File: src/rtl/seg7_scan_ctrl.sv
// Multiplexed 7-segment scan controller: glyph-code messages through a frame-synchronous
// shadow buffer, with a built-in font, per-digit dp/blink and PWM brightness.
module seg7_scan_ctrl #(
    parameter int unsigned DIGITS            = 4,
    parameter int unsigned DWELL_CYCLES      = 100_000,
    parameter int unsigned DIM_BITS          = 4,
    parameter int unsigned BLINK_HALF_CYCLES = 50_000_000
) (
    input  logic                  clk_100MHz,
    input  logic                  reset_n,
    input  logic [DIGITS*5-1:0]   msg_glyphs,
    input  logic [DIGITS-1:0]     msg_dp,
    input  logic [DIGITS-1:0]     msg_blink,
    input  logic                  msg_valid,
    output logic                  msg_ready,
    input  logic [DIM_BITS-1:0]   brightness,
    output logic [0:6]            seg,
    output logic                  dp,
    output logic [DIGITS-1:0]     an,
    output logic                  frame_tick
);

    localparam int unsigned SLOTS    = 2 ** DIM_BITS;
    localparam int unsigned SLOT_LEN = DWELL_CYCLES / SLOTS;
    localparam int unsigned SW       = (SLOT_LEN > 1) ? $clog2(SLOT_LEN) : 1;
    localparam int unsigned IW       = (DIGITS > 1) ? $clog2(DIGITS) : 1;
    localparam int unsigned BW       = (BLINK_HALF_CYCLES > 1) ? $clog2(BLINK_HALF_CYCLES) : 1;

    logic [SW-1:0]         r_slot_cnt;
    logic [DIM_BITS-1:0]   r_slot;
    logic [IW-1:0]         r_idx;
    logic [DIM_BITS-1:0]   r_bright;
    logic [BW-1:0]         r_blink_cnt;
    logic                  r_blink_phase;
    logic [DIGITS*5-1:0]   r_sh_glyphs, r_pd_glyphs;
    logic [DIGITS-1:0]     r_sh_dp, r_pd_dp, r_sh_blink, r_pd_blink;
    logic                  r_pd_valid;
    logic                  r_ready;
    logic [DIGITS-1:0]     r_an;
    logic [0:6]            r_seg;
    logic                  r_dp;
    logic                  r_frame_tick;

    logic                  w_slot_end, w_dwell_start, w_dwell_end, w_boundary;
    logic                  w_accept, w_commit, w_dark;
    logic [4:0]            w_glyph;
    logic                  w_dp_bit, w_blink_bit;
    logic [DIGITS-1:0]     w_an_sel;

    function automatic logic [0:6] font(input logic [4:0] g);
        logic [0:6] s;
        case (g)
            5'h00: s = 7'b0000001;
            5'h01: s = 7'b1001111;
            5'h02: s = 7'b0010010;
            5'h03: s = 7'b0000110;
            5'h04: s = 7'b1001100;
            5'h05: s = 7'b0100100;
            5'h06: s = 7'b0100000;
            5'h07: s = 7'b0001111;
            5'h08: s = 7'b0000000;
            5'h09: s = 7'b0000100;
            5'h0A: s = 7'b0001000;
            5'h0B: s = 7'b1100000;
            5'h0C: s = 7'b0110001;
            5'h0D: s = 7'b1000010;
            5'h0E: s = 7'b0110000;
            5'h0F: s = 7'b0111000;
            5'h11: s = 7'b1111110;
            5'h12: s = 7'b1110001;
            5'h13: s = 7'b0011000;
            5'h14: s = 7'b1000001;
            5'h15: s = 7'b1101010;
            5'h16: s = 7'b1100010;
            5'h17: s = 7'b1111010;
            default: s = 7'b1111111;
        endcase
        return s;
    endfunction

    assign w_slot_end    = (r_slot_cnt == SW'(SLOT_LEN - 1));
    assign w_dwell_start = (r_slot_cnt == '0) && (r_slot == '0);
    assign w_dwell_end   = w_slot_end && (r_slot == '1);
    assign w_boundary    = w_dwell_end && (r_idx == '0);
    assign w_accept      = msg_valid && r_ready;
    assign w_commit      = w_boundary && r_pd_valid;

    always_comb begin
        w_glyph     = 5'h10;
        w_dp_bit    = 1'b0;
        w_blink_bit = 1'b0;
        w_an_sel    = '1;
        for (int i = 0; i < DIGITS; i++) begin
            if (r_idx == IW'(i)) begin
                w_glyph     = r_sh_glyphs[i*5 +: 5];
                w_dp_bit    = r_sh_dp[i];
                w_blink_bit = r_sh_blink[i];
                w_an_sel[i] = 1'b0;
            end
        end
    end

    // Slot 0 is always lit, so the brightness register only matters once it is loaded
    assign w_dark = (r_slot > r_bright) || (w_blink_bit && r_blink_phase);

    always_ff @(posedge clk_100MHz or negedge reset_n) begin
        if (!reset_n) begin
            r_slot_cnt <= '0;
            r_slot     <= '0;
            r_idx      <= IW'(DIGITS - 1);
            r_bright   <= '0;
        end else begin
            if (w_dwell_start) r_bright <= brightness;
            if (w_slot_end) begin
                r_slot_cnt <= '0;
                r_slot     <= r_slot + 1'b1;
            end else begin
                r_slot_cnt <= r_slot_cnt + 1'b1;
            end
            if (w_dwell_end) r_idx <= (r_idx == '0) ? IW'(DIGITS - 1) : r_idx - 1'b1;
        end
    end

    always_ff @(posedge clk_100MHz or negedge reset_n) begin
        if (!reset_n) begin
            r_blink_cnt   <= '0;
            r_blink_phase <= 1'b0;
        end else if (r_blink_cnt == BW'(BLINK_HALF_CYCLES - 1)) begin
            r_blink_cnt   <= '0;
            r_blink_phase <= ~r_blink_phase;
        end else begin
            r_blink_cnt <= r_blink_cnt + 1'b1;
        end
    end

    // Accept and commit are exclusive: a pending message always holds r_ready low
    always_ff @(posedge clk_100MHz or negedge reset_n) begin
        if (!reset_n) begin
            r_sh_glyphs <= {DIGITS{5'h10}};
            r_sh_dp     <= '0;
            r_sh_blink  <= '0;
            r_pd_glyphs <= '0;
            r_pd_dp     <= '0;
            r_pd_blink  <= '0;
            r_pd_valid  <= 1'b0;
            r_ready     <= 1'b1;
        end else if (w_accept) begin
            r_pd_glyphs <= msg_glyphs;
            r_pd_dp     <= msg_dp;
            r_pd_blink  <= msg_blink;
            r_pd_valid  <= 1'b1;
            r_ready     <= 1'b0;
        end else if (w_commit) begin
            r_sh_glyphs <= r_pd_glyphs;
            r_sh_dp     <= r_pd_dp;
            r_sh_blink  <= r_pd_blink;
            r_pd_valid  <= 1'b0;
            r_ready     <= 1'b1;
        end
    end

    always_ff @(posedge clk_100MHz or negedge reset_n) begin
        if (!reset_n) begin
            r_an         <= '1;
            r_seg        <= 7'b1111111;
            r_dp         <= 1'b1;
            r_frame_tick <= 1'b0;
        end else begin
            r_an         <= w_dark ? '1 : w_an_sel;
            r_seg        <= w_dark ? 7'b1111111 : font(w_glyph);
            r_dp         <= w_dark ? 1'b1 : ~w_dp_bit;
            r_frame_tick <= w_boundary;
        end
    end

    assign msg_ready  = r_ready;
    assign an         = r_an;
    assign seg        = r_seg;
    assign dp         = r_dp;
    assign frame_tick = r_frame_tick;

endmodule

File: config.mk
export PLATFORM = sky130hd
export DESIGN_NAME = seg7_scan_ctrl
export DESIGN_NICKNAME = d
export VERILOG_FILES = /design/src/rtl/seg7_scan_ctrl.sv
export SDC_FILE = /design/constraint.sdc
export NUM_CORES = 1
export LEC_CHECK = 0
export BUFFER_PORTS_ARGS = -buffer_cell sky130_fd_sc_hd__buf_4
export CORE_MARGIN = 8
export CORE_UTILIZATION = 40
export DETAILED_ROUTE_END_ITERATION = 12
export MAX_ROUTING_LAYER = met4
export SYNTH_ARGS = -nofsm -noshare
export SYNTH_HDL_FRONTEND = slang
export SYNTH_SLANG_ARGS = --single-unit
File: constraint.sdc
create_clock -name clk_100MHz -period 3.9 [get_ports clk_100MHz]
set_input_delay 0.195 -clock clk_100MHz [delete_from_list [all_inputs] [get_ports clk_100MHz]]
set_output_delay 0.195 -clock clk_100MHz [all_outputs]
set_load 0.01 [all_outputs]
==> results of run 1 <==
worst max-delay path by stage:
stage	slack, ns	depth (start not counted)	start	end
final	0.98	9	r_idx[0]$_DFFE_PN1N_	seg[0]$_DFF_PN1_
after global placement	1.17	9	r_idx[1]$_DFFE_PN1N_	seg[3]$_DFF_PN1_
after detailed placement	1.03	11	r_idx[1]$_DFFE_PN1N_	seg[3]$_DFF_PN1_
after global routing	0.74	9	r_idx[0]$_DFFE_PN1N_	seg[0]$_DFF_PN1_
after floorplan	1.29	11	r_idx[0]$_DFFE_PN1N_	seg[0]$_DFF_PN1_
after CTS	0.99	11	r_idx[1]$_DFFE_PN1N_	seg[3]$_DFF_PN1_
Yosys cell counts (all sizes together), types with 2 or more instances:
master    n  area share, %
dfrtp   102             44
mux2     55             12
nor2     37            2.4
nand2    31            2.1
xnor2    25            3.8
ha       22            4.8
inv      22            1.4
o21ai    21            1.8
dfstp    19            8.6
nand3    16            1.4
buf      15            2.2
and3     13            1.4
nand4    13            1.5
xor2     11            1.7
a21oi     9           0.78
nor3      7           0.61
clkbuf    5           0.32
mux2i     5           0.86
a221oi    4            1.0
nor2b     4           0.43
nor4      4           0.65
a221o     3           0.54
nand2b    3           0.32
o211ai    3           0.39
o221ai    3           0.67
a211oi    2           0.26
and2      2           0.22
and4      2           0.30
nor4b     2           0.30
o221a     2           0.39
o311ai    2           0.30
or3       2           0.22
critical path: cells and delay by family (launching register included):
family / cells / cell delay (ns)
adders and majority gates: 2 / 0.70
buffers and inverters: 1 / 0.18
and+or+nand+nor: 1 / 0.31
DFF: 1 / 0.55
AOI/OAI and AO/OA: 5 / 1.04
cell type report:
cell class                 instances  area, µm²  area share, %
clock inverter                    14        161           2.25
timing repair buffer              82        686           9.57
sequential                       121       3050           42.6
tap                              184        230           3.21
multi-input combinational        317       2510           35.1
inverter                          22       82.6           1.15
clock buffer                      18        439           6.13
sequential cells by signal, indices dropped and copies added (netlist names):
register,count
r_pd_valid,1
dp,1
r_slot_cnt,13
r_pd_glyphs,20
msg_ready,1
r_slot,4
r_sh_glyphs,20
an,4
r_sh_dp,4
r_bright,4
r_pd_dp,4
r_pd_blink,4
r_sh_blink,4
seg,7
r_idx,2
frame_tick,1
r_blink_phase,1
r_blink_cnt,26
power groups by stage:
stage	clock network (µW)	logic, µW	registers, µW
4_1_cts	1620	85.1	1260
2_1_floorplan	0	6.16	1280
5_1_grt	1670	93.5	1260
6_report	1580	82.7	1260
3_3_place_gp	0	61.0	1280
3_5_place_dp	0	62.8	1280
cells by family after synthesis:
kind of cell    Yosys count  share of synthesized area (%)
buf+inv                  42                           3.93
compound gates           58                           7.50
flops                   121                           52.7
fa+ha+maj                22                           4.75
mux                      60                           13.2
simple gates            141                           12.5
xor+xnor                 36                           5.45
metal layers:
layer	vias to the layer above	GRT usage (%)
li1	1852	-
met1	1894	17.0
met2	59	20.2
met3	11	3.88
met4	0	6.35
met5	-	-
through the flow:
stage	setup WS (ns)	total power, µW
3_3_place_gp	1.17	1340
4_1_cts	0.991	2970
5_1_grt	0.743	3030
3_5_place_dp	1.03	1340
6_report	0.980	2920
2_1_floorplan	1.29	1290
timing repair:
item / CTS / global route
buffers inserted: 0 / 0
endpoints found under the hold margin: 71 / 0
hold buffers: 28 / 0
==> flow_summary.ini, run 1 <==
[pwr]
leakage_uw = 0.00339
seqPwrFrac_pct = 43.1
p_int_uw = 2280
power_frac_comb_pct = 2.8
p_per_area_nw_per_um2 = 408
clkPwrFrac_pct = 54.0
sw_frac_of_total_pct = 22.0
switchingPower_uw = 644
ir_worst_vdd_mv = 0.310

[place]
dp_cells = 698
dpl.hpwl_um = 7860
io_buffers = 48
post_dp_cell_area_um2 = 6280
place.gp.congestion = 0.809

[worst_setup_path]
critPathMaxStageDelay_ns = 0.55
crit_required_ns = 4.20
cp_cell_sequence = ha_1 > and2b_1 > a221o_1 > o221ai_2 > inv_1 > ha_1 > o21a_1 > o221ai_1 > o311ai_0
reg2regPathDepth = 9
reg2reg_slack_ns = 0.98
critical_path_class = reg2reg
cp-start-kind = flip-flop
cp_slowest_cell = dfstp_2
cp-end-kind = flip-flop
rr_endpoint = seg[0]$_DFF_PN1_
crit_fanout = 11
crit_arrival_ns = 3.22
r2r-start = r_idx[0]$_DFFE_PN1N_
crit_top_cell = ha_1

[hold_path]
hold_path_end = r_pd_glyphs[17]$_DFFE_PN0P_
min_path_type = in2reg
hold_start = msg_glyphs[17]
min_path_cells = 2

[detailed_routing]
drt_iter0_drc = 229
drc = 0
via_per_inst = 5.03
routed_wl_um = 11400
route.detailed.wl_per_inst_um = 15.1
vias = 3816
route.layer.met1.wl_um = 5330
top_layer_used = met4
wl_met3_um = 414
met2_length_um = 5470
ant_nets = 0
drt_pre_antenna_iters = 4

[sta]
hold_ws_ns = 0.0182
timing.slew.headroom_pct = 48.7
clock_skew_ns = 0.0130
fmax_ghz = 0.343
hold_violations = 0
post-route-min-period_ns = 2.92
worst_slew_pin_slew_ns = 0.769
maxSlewViolCount = 0
setup_viol = 0
final.setup.tns_ns = 0
rsz0062_at_grt = no
post-route-period-util_pct = 74.9

[cells_and_area]
final_util_pct = 50.0
diodes = 0
stdcell_area_um2 = 7160
drive_gt1_share_pct = 30.0
fillers = 1300
final_cell_mix = dfrtp_1, buf_4, nor2_1
fin_cells = 758
nets = 618
area_delta_synth_final_pct = 23.7
final_common_cell = dfrtp_1

[cts]
clock_sinks = 121
cts_made_buffers = 17
root_buffer = clkbuf_16
path_clk_slew_ns = 0.06
clock_latency_ns = 0.42
clockBufferDepth = 2
cts_resized = 0
cts-htree-levels = 4
cts_tree = built

[grt]
grt_pass1_wl_um = 19300
grt.overflow.total = 0
grt_max_degree = 51
antenna_found_initial = 0
grt_pass1_vias = 3896
grt_usage_pct = 13.6

[floorplan]
coreArea_um2 = 14300
die_w_um = 136
die_height_um = 136
io_pins = 49
fp-row-count = 44
start_util_pct = 40.4
die-area_um2 = 18600

[synth]
synthArstFlopShare_pct = 100
ys_seq_area_share_pct = 52.7
avgSynthCellArea_um2 = 12.1
synth_seq_cells = 121
synth_cell_types = 61
syn_inst = 480
syn-cell-area_um2 = 5790
synth_ff_type = dfrtp_1
synth_warnings = 0
synth_edf_count = 0
synth_nets = 537

[run_status]
status = finished, final reports clean

[flow_run]
max-cap-violations = 0
(Power assumes the default switching activity.)
==> run 2, diff against run 1 <==
--- a/config.mk
+++ b/config.mk
@@ -5,6 +5,7 @@
 export SDC_FILE = /design/constraint.sdc
 export NUM_CORES = 1
 export LEC_CHECK = 0
+export ABC_AREA = 1
 export BUFFER_PORTS_ARGS = -buffer_cell sky130_fd_sc_hd__buf_4
 export CORE_MARGIN = 8
 export CORE_UTILIZATION = 40
==> constraint.sdc (replaced) <==
create_clock -name clk_100MHz -period 2.7 [get_ports clk_100MHz]
set_input_delay 0.135 -clock clk_100MHz [delete_from_list [all_inputs] [get_ports clk_100MHz]]
set_output_delay 0.135 -clock clk_100MHz [all_outputs]
set_load 0.01 [all_outputs]
==> run 2 against run 1 <==
Net effect: clock skew fell by 0.0017 ns; cell area rose by 6.6%; combinational power rose to 4.1 times the previous value; hold slack improved by 0.044 ns; via count rose by 29%; first-iteration DRC count rose by 9.2%; non-clock buffer count rose by 7.
==> flow_summary.ini, run 2 <==
[synth]
synth_top_area_share_pct = 41.5
synth_edf_count = 0
ys_seq_area_share_pct = 49.6
synth_nets = 791
synth_area_leader_cell = dfrtp_1
ys_top_cells_by_area = dfrtp_1, nand2_1, dfstp_2
avgSynthCellArea_um2 = 8.38
synth-simple-area-share_pct = 24.0
synth_ff_type = dfrtp_1
synthArstFlopShare_pct = 100
synthAdderAreaFrac_pct = 4.48
synth_top_family_by_area = simple AND/OR/NAND/NOR gates
synthMuxAreaShare_pct = 0
synthXorXnorAreaFrac_pct = 3.42
synth_seq_cells = 121
synth_warnings = 0
syn_inst = 734
synth_compound_area_share_pct = 9.95
syn-cell-area_um2 = 6150
synth.most_common_cell = nand2_1
synthTopCellsByCount = nand2_1, inv_1, dfrtp_1, nor2_1, o21ai_0
synth_cell_types = 34

[pwr]
seqPwrFrac_pct = 43.3
p_per_area_nw_per_um2 = 605
p_int_uw = 3510
leakage_uw = 0.00374
sw_frac_of_total_pct = 24.1
switchingPower_uw = 1110
power_frac_comb_pct = 7.4
ir_worst_vdd_mv = 0.443
clkPwrFrac_pct = 49.3

[place]
io_buffers = 48
dpl.hpwl_um = 11100
post_dp_cell_area_um2 = 6710
place.gp.congestion = 0.890

[cts]
clock_sinks = 121
cts_made_buffers = 17
path_clk_slew_ns = 0.06
cts_setup_buffers = 0
clockBufferDepth = 2
cts_resized = 0
cts-htree-levels = 4
root_buffer = clkbuf_16
clock_latency_ns = 0.42
cts_tree = built
cts-hold-fix-buffers = 33

[detailed_routing]
drc = 0
drt_pre_antenna_iters = 5
via_per_inst = 4.81
vias = 4937
ant_nets = 0
route.detailed.wl_per_inst_um = 14.7
drt_iter0_drc = 250
routed_wl_um = 15100

[floorplan]
die_w_um = 140
start_util_pct = 40.7
die-area_um2 = 19600
fp-row-count = 45
io_pins = 49
coreArea_um2 = 15100
die_height_um = 140

[worst_setup_path]
r2r-start = r_idx[1]$_DFFE_PN1N_
critical_path_class = reg2reg
cp-start-kind = flip-flop
critPathMaxStageDelay_ns = 0.56
cp_slowest_cell = dfstp_2
cp-end-kind = flip-flop
crit_fanout = 9
crit_arrival_ns = 2.72
crit_required_ns = 3.06
cp_cell_sequence = inv_1 > ha_1 > inv_1 > nand3_1 > nand2_1 > nand2_1 > nand2_1 > o21ai_1 > buf_4 > inv_1 > ha_1 > inv_1 > o21ai_0 > nand2_1 > nand2_1 > nand2_1 > nand2_1
rr_endpoint = seg[0]$_DFF_PN1_
reg2regPathDepth = 17
reg2reg_slack_ns = 0.34
crit_top_cell = nand2_1

[sta]
timing.slew.headroom_pct = 49.1
hold_violations = 0
setup_viol = 0
post-route-period-util_pct = 87.2
clock_skew_ns = 0.0113
worst_slew_pin_slew_ns = 0.764
final.setup.tns_ns = 0
fmax_ghz = 0.425
hold_ws_ns = 0.0625
maxSlewViolCount = 0
post-route-min-period_ns = 2.36
rsz0062_at_grt = no

[grt]
grt_pass1_vias = 4967
grt.overflow.total = 0
grt_pass1_wl_um = 24900
antenna_found_initial = 0
grt_usage_pct = 16.5
grt_max_degree = 59

[cells_and_area]
largestRegisters = r_blink_cnt: 26 flops, r_pd_glyphs: 20 flops, r_sh_glyphs: 20 flops
nets = 882
largest_reg_flops = 26
final_common_cell = nand2_1
area_delta_synth_final_pct = 24.2
diodes = 0
drive_gt1_share_pct = 19.3
stdcell_area_um2 = 7640
top_register = r_blink_cnt
final_cell_mix = nand2_1, inv_1, dfrtp_1

[run_status]
status = finished, final reports clean

[hold_path]
min_path_type = in2reg
hold_path_end = r_pd_valid$_DFFE_PN0P_
min_path_cells = 3
hold_start = msg_valid

[flow_run]
max-cap-violations = 0
==> run 2: cell families (layout without fill, tap and decap cells) <==
| kind of cell | Yosys count | count (layout) |
|---|---|---|
| buffers and inverters | 128 | 232 |
| AO/OA/AOI/OAI | 104 | 104 |
| adder cells (fa/ha/maj) | 22 | 22 |
| AND/OR/NAND/NOR | 335 | 335 |
| XOR/XNOR | 24 | 24 |
| flip-flops | 121 | 121 |
==> run 2: layer usage <==
metal	share of wire, %	track usage (%)	vias up
li1	-	-	2501
met1	49	20.8	2320
met2	47	25.4	95
met3	2.8	3.16	21
met4	2.0	7.31	0
met5	0	-	-
==> run 2: how the worst max path moves through the flow <==
stage	depth (start not counted)	startpoint	to
floorplan	12	r_idx[0]$_DFFE_PN1N_	seg[3]$_DFF_PN1_
global placement	15	r_idx[1]$_DFFE_PN1N_	seg[1]$_DFF_PN1_
detailed placement	15	r_idx[1]$_DFFE_PN1N_	seg[1]$_DFF_PN1_
CTS	15	r_idx[1]$_DFFE_PN1N_	seg[1]$_DFF_PN1_
global route	12	r_idx[0]$_DFFE_PN1N_	seg[6]$_DFF_PN1_
finish	17	r_idx[1]$_DFFE_PN1N_	seg[0]$_DFF_PN1_
==> run 2: final cells by class <==
| type | count | area, µm² |
|---|---|---|
| fill | 1433 | 7450 |
| sequential | 121 | 3050 |
| multi-input combinational | 485 | 2570 |
| timing repair buffer | 89 | 763 |
| clock buffer | 19 | 453 |
| inverter | 111 | 417 |
| tap | 188 | 235 |
| clock inverter | 13 | 145 |
==> run 2: per-stage QoR <==
stage | setup WS [ns] | total power [µW] | util (%) | instances
6_report | 0.344 | 4620 | 50.6 | 1026
5_1_grt | 0.116 | 4800 | 50.6 | 1026
4_1_cts | 0.354 | 4680 | 50.6 | 1026
3_5_place_dp | 0.371 | 2340 | 44.5 | 961
3_3_place_gp | 0.426 | 2330 | 44.5 | 961
2_1_floorplan | 0.406 | 2190 | - | 734
==> run 2: power by group through the flow <==
stage                     logic, µW  clock network, µW  registers [µW]
final                           342               2280            2000
after global routing            392               2390            2010
after CTS                       352               2330            2000
after detailed placement        312                  0            2030
after global placement          299                  0            2030
after floorplan                 167                  0            2020
==> run 2: critical path, delay by kind of cell (launching register included) <==
| family | cells | cell delay, ns |
|---|---|---|
| adder cells (fa/ha/maj) | 2 | 0.51 |
| flip-flops | 1 | 0.56 |
| AND/OR/NAND/NOR | 8 | 0.47 |
| AO/OA/AOI/OAI | 2 | 0.21 |
| buffers and inverters | 5 | 0.56 |
==> run 3, diff against run 2 <==
--- a/config.mk
+++ b/config.mk
@@ -10,7 +10,9 @@
 export CORE_MARGIN = 8
 export CORE_UTILIZATION = 40
 export DETAILED_ROUTE_END_ITERATION = 12
+export GPL_TIMING_DRIVEN = 0
 export MAX_ROUTING_LAYER = met4
+export REMOVE_ABC_BUFFERS = 1
 export SYNTH_ARGS = -nofsm -noshare
 export SYNTH_HDL_FRONTEND = slang
 export SYNTH_SLANG_ARGS = --single-unit
==> run 3 against run 2 <==
Net effect: wire length down 13%; clock skew is 0.0024 ns lower; clock-buffer cell count grew 3; sequential cell count did not move; maximum frequency fell by 3.1%; hold slack got worse by 0.0065 ns; non-clock buffer count down 6; worst setup slack got worse by 0.075 ns; cell count shrank 0.58%; critical endpoint is now seg[1]$_DFF_PN1_.
==> flow_summary.ini, run 3 (synthesized netlist as in run 2, its figures left out) <==
[run_status]
status = finished, final reports clean

[cts]
clockBufferDepth = 2
root_buffer = clkbuf_16
cts_made_buffers = 17
clock_latency_ns = 0.42
cts_setup_buffers = 0
cts-htree-levels = 4
cts_tree = built
path_clk_slew_ns = 0.05
clock_sinks = 121

[sta]
worst_slew_pin_slew_ns = 0.737
timing.slew.headroom_pct = 50.4
final.setup.tns_ns = 0
fmax_ghz = 0.411
clock_skew_ns = 0.00889
hold_violations = 0
finalWorstSetupSlack_ns = 0.269
rsz0062_at_grt = no
maxSlewViolCount = 0
post-route-period-util_pct = 90.0
post-route-min-period_ns = 2.43
setup_viol = 0

[pwr]
leakage_uw = 0.00371
ir_worst_vdd_mv = 0.466
p_per_area_nw_per_um2 = 599
power.total_uw = 4570

[worst_setup_path]
cp_cell_sequence = inv_1 > ha_1 > inv_2 > nor2_2 > nand2_1 > nand2_1 > a21boi_2 > inv_1 > ha_1 > nor2_1 > nand2_1 > nand3_1 > nand2_1 > nand2_1
cp-end-kind = flip-flop
reg2regPathDepth = 14
crit_arrival_ns = 2.79
cp-start-kind = flip-flop
crit_top_cell = nand2_1
critical_path_class = reg2reg
cp_slowest_cell = dfstp_2
r2r-start = r_idx[0]$_DFFE_PN1N_
critPathMaxStageDelay_ns = 0.56
cp_num_buf_inv = 3
reg2reg_slack_ns = 0.27
crit_required_ns = 3.05
crit_fanout = 6
rr_endpoint = seg[1]$_DFF_PN1_
critPathTopFamily = simple AND/OR/NAND/NOR gates

[detailed_routing]
drc = 0
vias = 4822
routed_wl_um = 13100
via_per_inst = 4.73
drt_iter0_drc = 348
ant_nets = 0
route.detailed.wl_per_inst_um = 12.8
drt_pre_antenna_iters = 5

[cells_and_area]
nets = 876
top_register = r_blink_cnt
stdcell_area_um2 = 7630
area_delta_synth_final_pct = 24.2
final_common_cell = nand2_1
diodes = 0
largest_reg_flops = 26
final_util_pct = 50.6
drive_gt1_share_pct = 19.2
final_cell_mix = nand2_1, inv_1, dfrtp_1
largestRegisters = r_blink_cnt: 26 flops, r_pd_glyphs: 20 flops, r_sh_glyphs: 20 flops

[place]
pre_cts_slack_ns = 0.0836
dpl.hpwl_um = 9330
post_dp_cell_area_um2 = 6690
io_buffers = 48
place.gp.congestion = 0.866

[floorplan]
io_pins = 49
fp-row-count = 45
start_util_pct = 40.7
die_height_um = 140
coreArea_um2 = 15100
die_w_um = 140
die-area_um2 = 19600

[grt]
grt_usage_pct = 14.6
grt_pass1_wl_um = 22700
grt_max_degree = 69
grt_pass1_vias = 4881
grt.overflow.total = 0
antenna_found_initial = 0

[hold_path]
hold_path_end = r_pd_valid$_DFFE_PN0P_
min_path_type = in2reg
min_path_cells = 3
hold_start = msg_valid

[flow_run]
max-cap-violations = 0
run 3: cell types whose count changed in the layout (fill, tap and decap cells not counted), moves of 2 or more:
cell / previous run / this run
ha_1: 22 / 19
ha_2: 0 / 3
inv_6: 2 / 0
buf_4: 55 / 47
clkbuf_1: 0 / 2
run 3: final cells by class:
cell class,count,area (µm²)
Sequential cell,121,3050
Fill cell,1445,7460
Multi-Input combinational cell,485,2590
Clock inverter,10,119
Tap cell,188,235
Inverter,111,417
Clock buffer,22,474
Timing Repair Buffer,83,742
run 3: worst register-to-register path, cell delays in order, from the launching register on:
cell and delay, ns:
dfstp_2 0.56, inv_1 0.08, ha_1 0.26, inv_2 0.13, nor2_2 0.08, nand2_1 0.07
nand2_1 0.05, a21boi_2 0.26, inv_1 0.15, ha_1 0.32, nor2_1 0.13, nand2_1 0.08
nand3_1 0.09, nand2_1 0.05, nand2_1 0.07
run 3: worst max-delay path by stage:
stage	startpoint	end	slack [ns]	cells past startpoint
global route	r_idx[0]$_DFFE_PN1N_	seg[1]$_DFF_PN1_	0.01	14
floorplan	r_slot[1]$_DFFE_PN0N_	r_sh_blink[0]$_DFFE_PN0P_	0.26	8
finish	r_idx[0]$_DFFE_PN1N_	seg[1]$_DFF_PN1_	0.27	14
detailed placement	r_idx[0]$_DFFE_PN1N_	seg[3]$_DFF_PN1_	0.08	15
CTS	r_idx[0]$_DFFE_PN1N_	seg[3]$_DFF_PN1_	0.06	15
global placement	r_slot[1]$_DFFE_PN0N_	r_sh_glyphs[18]$_DFFE_PN0P_	-0.20	8
run 3: what timing repair did:
item | in CTS | in global routing
gates resized for setup | 0 | 6
setup endpoints to repair | 0 | 12
endpoints found under the hold margin | 77 | 0
hold buffers | 33 | 0
run 3: metal layers:
layer,vias to the layer above,track usage (%),part of all wire (%),wire length (µm)
met5,-,-,0,0
met4,0,5.26,1.2,159
met3,13,3.23,2.8,366
met2,79,23.9,49,6410
met1,2241,17.4,47,6130
li1,2489,-,-,-
run 3: power breakdown:
| group | internal (µW) | switching, µW | leakage (µW) | total, µW |
|---|---|---|---|---|
| clock network | 1430 | 808 | 0.000271 | 2240 |
| registers | 1960 | 36.7 | 0.00154 | 2000 |
| logic | 132 | 201 | 0.00190 | 333 |
| total | 3520 | 1050 | 0.00371 | 4570 |
run 3: through the flow:
step,std cells,hold WS [ns]
after floorplan,717,-0.161
after global placement,953,0.344
after detailed placement,955,0.125
after CTS,1020,0.000427
after global routing,1020,0.0601
final,1020,0.0560
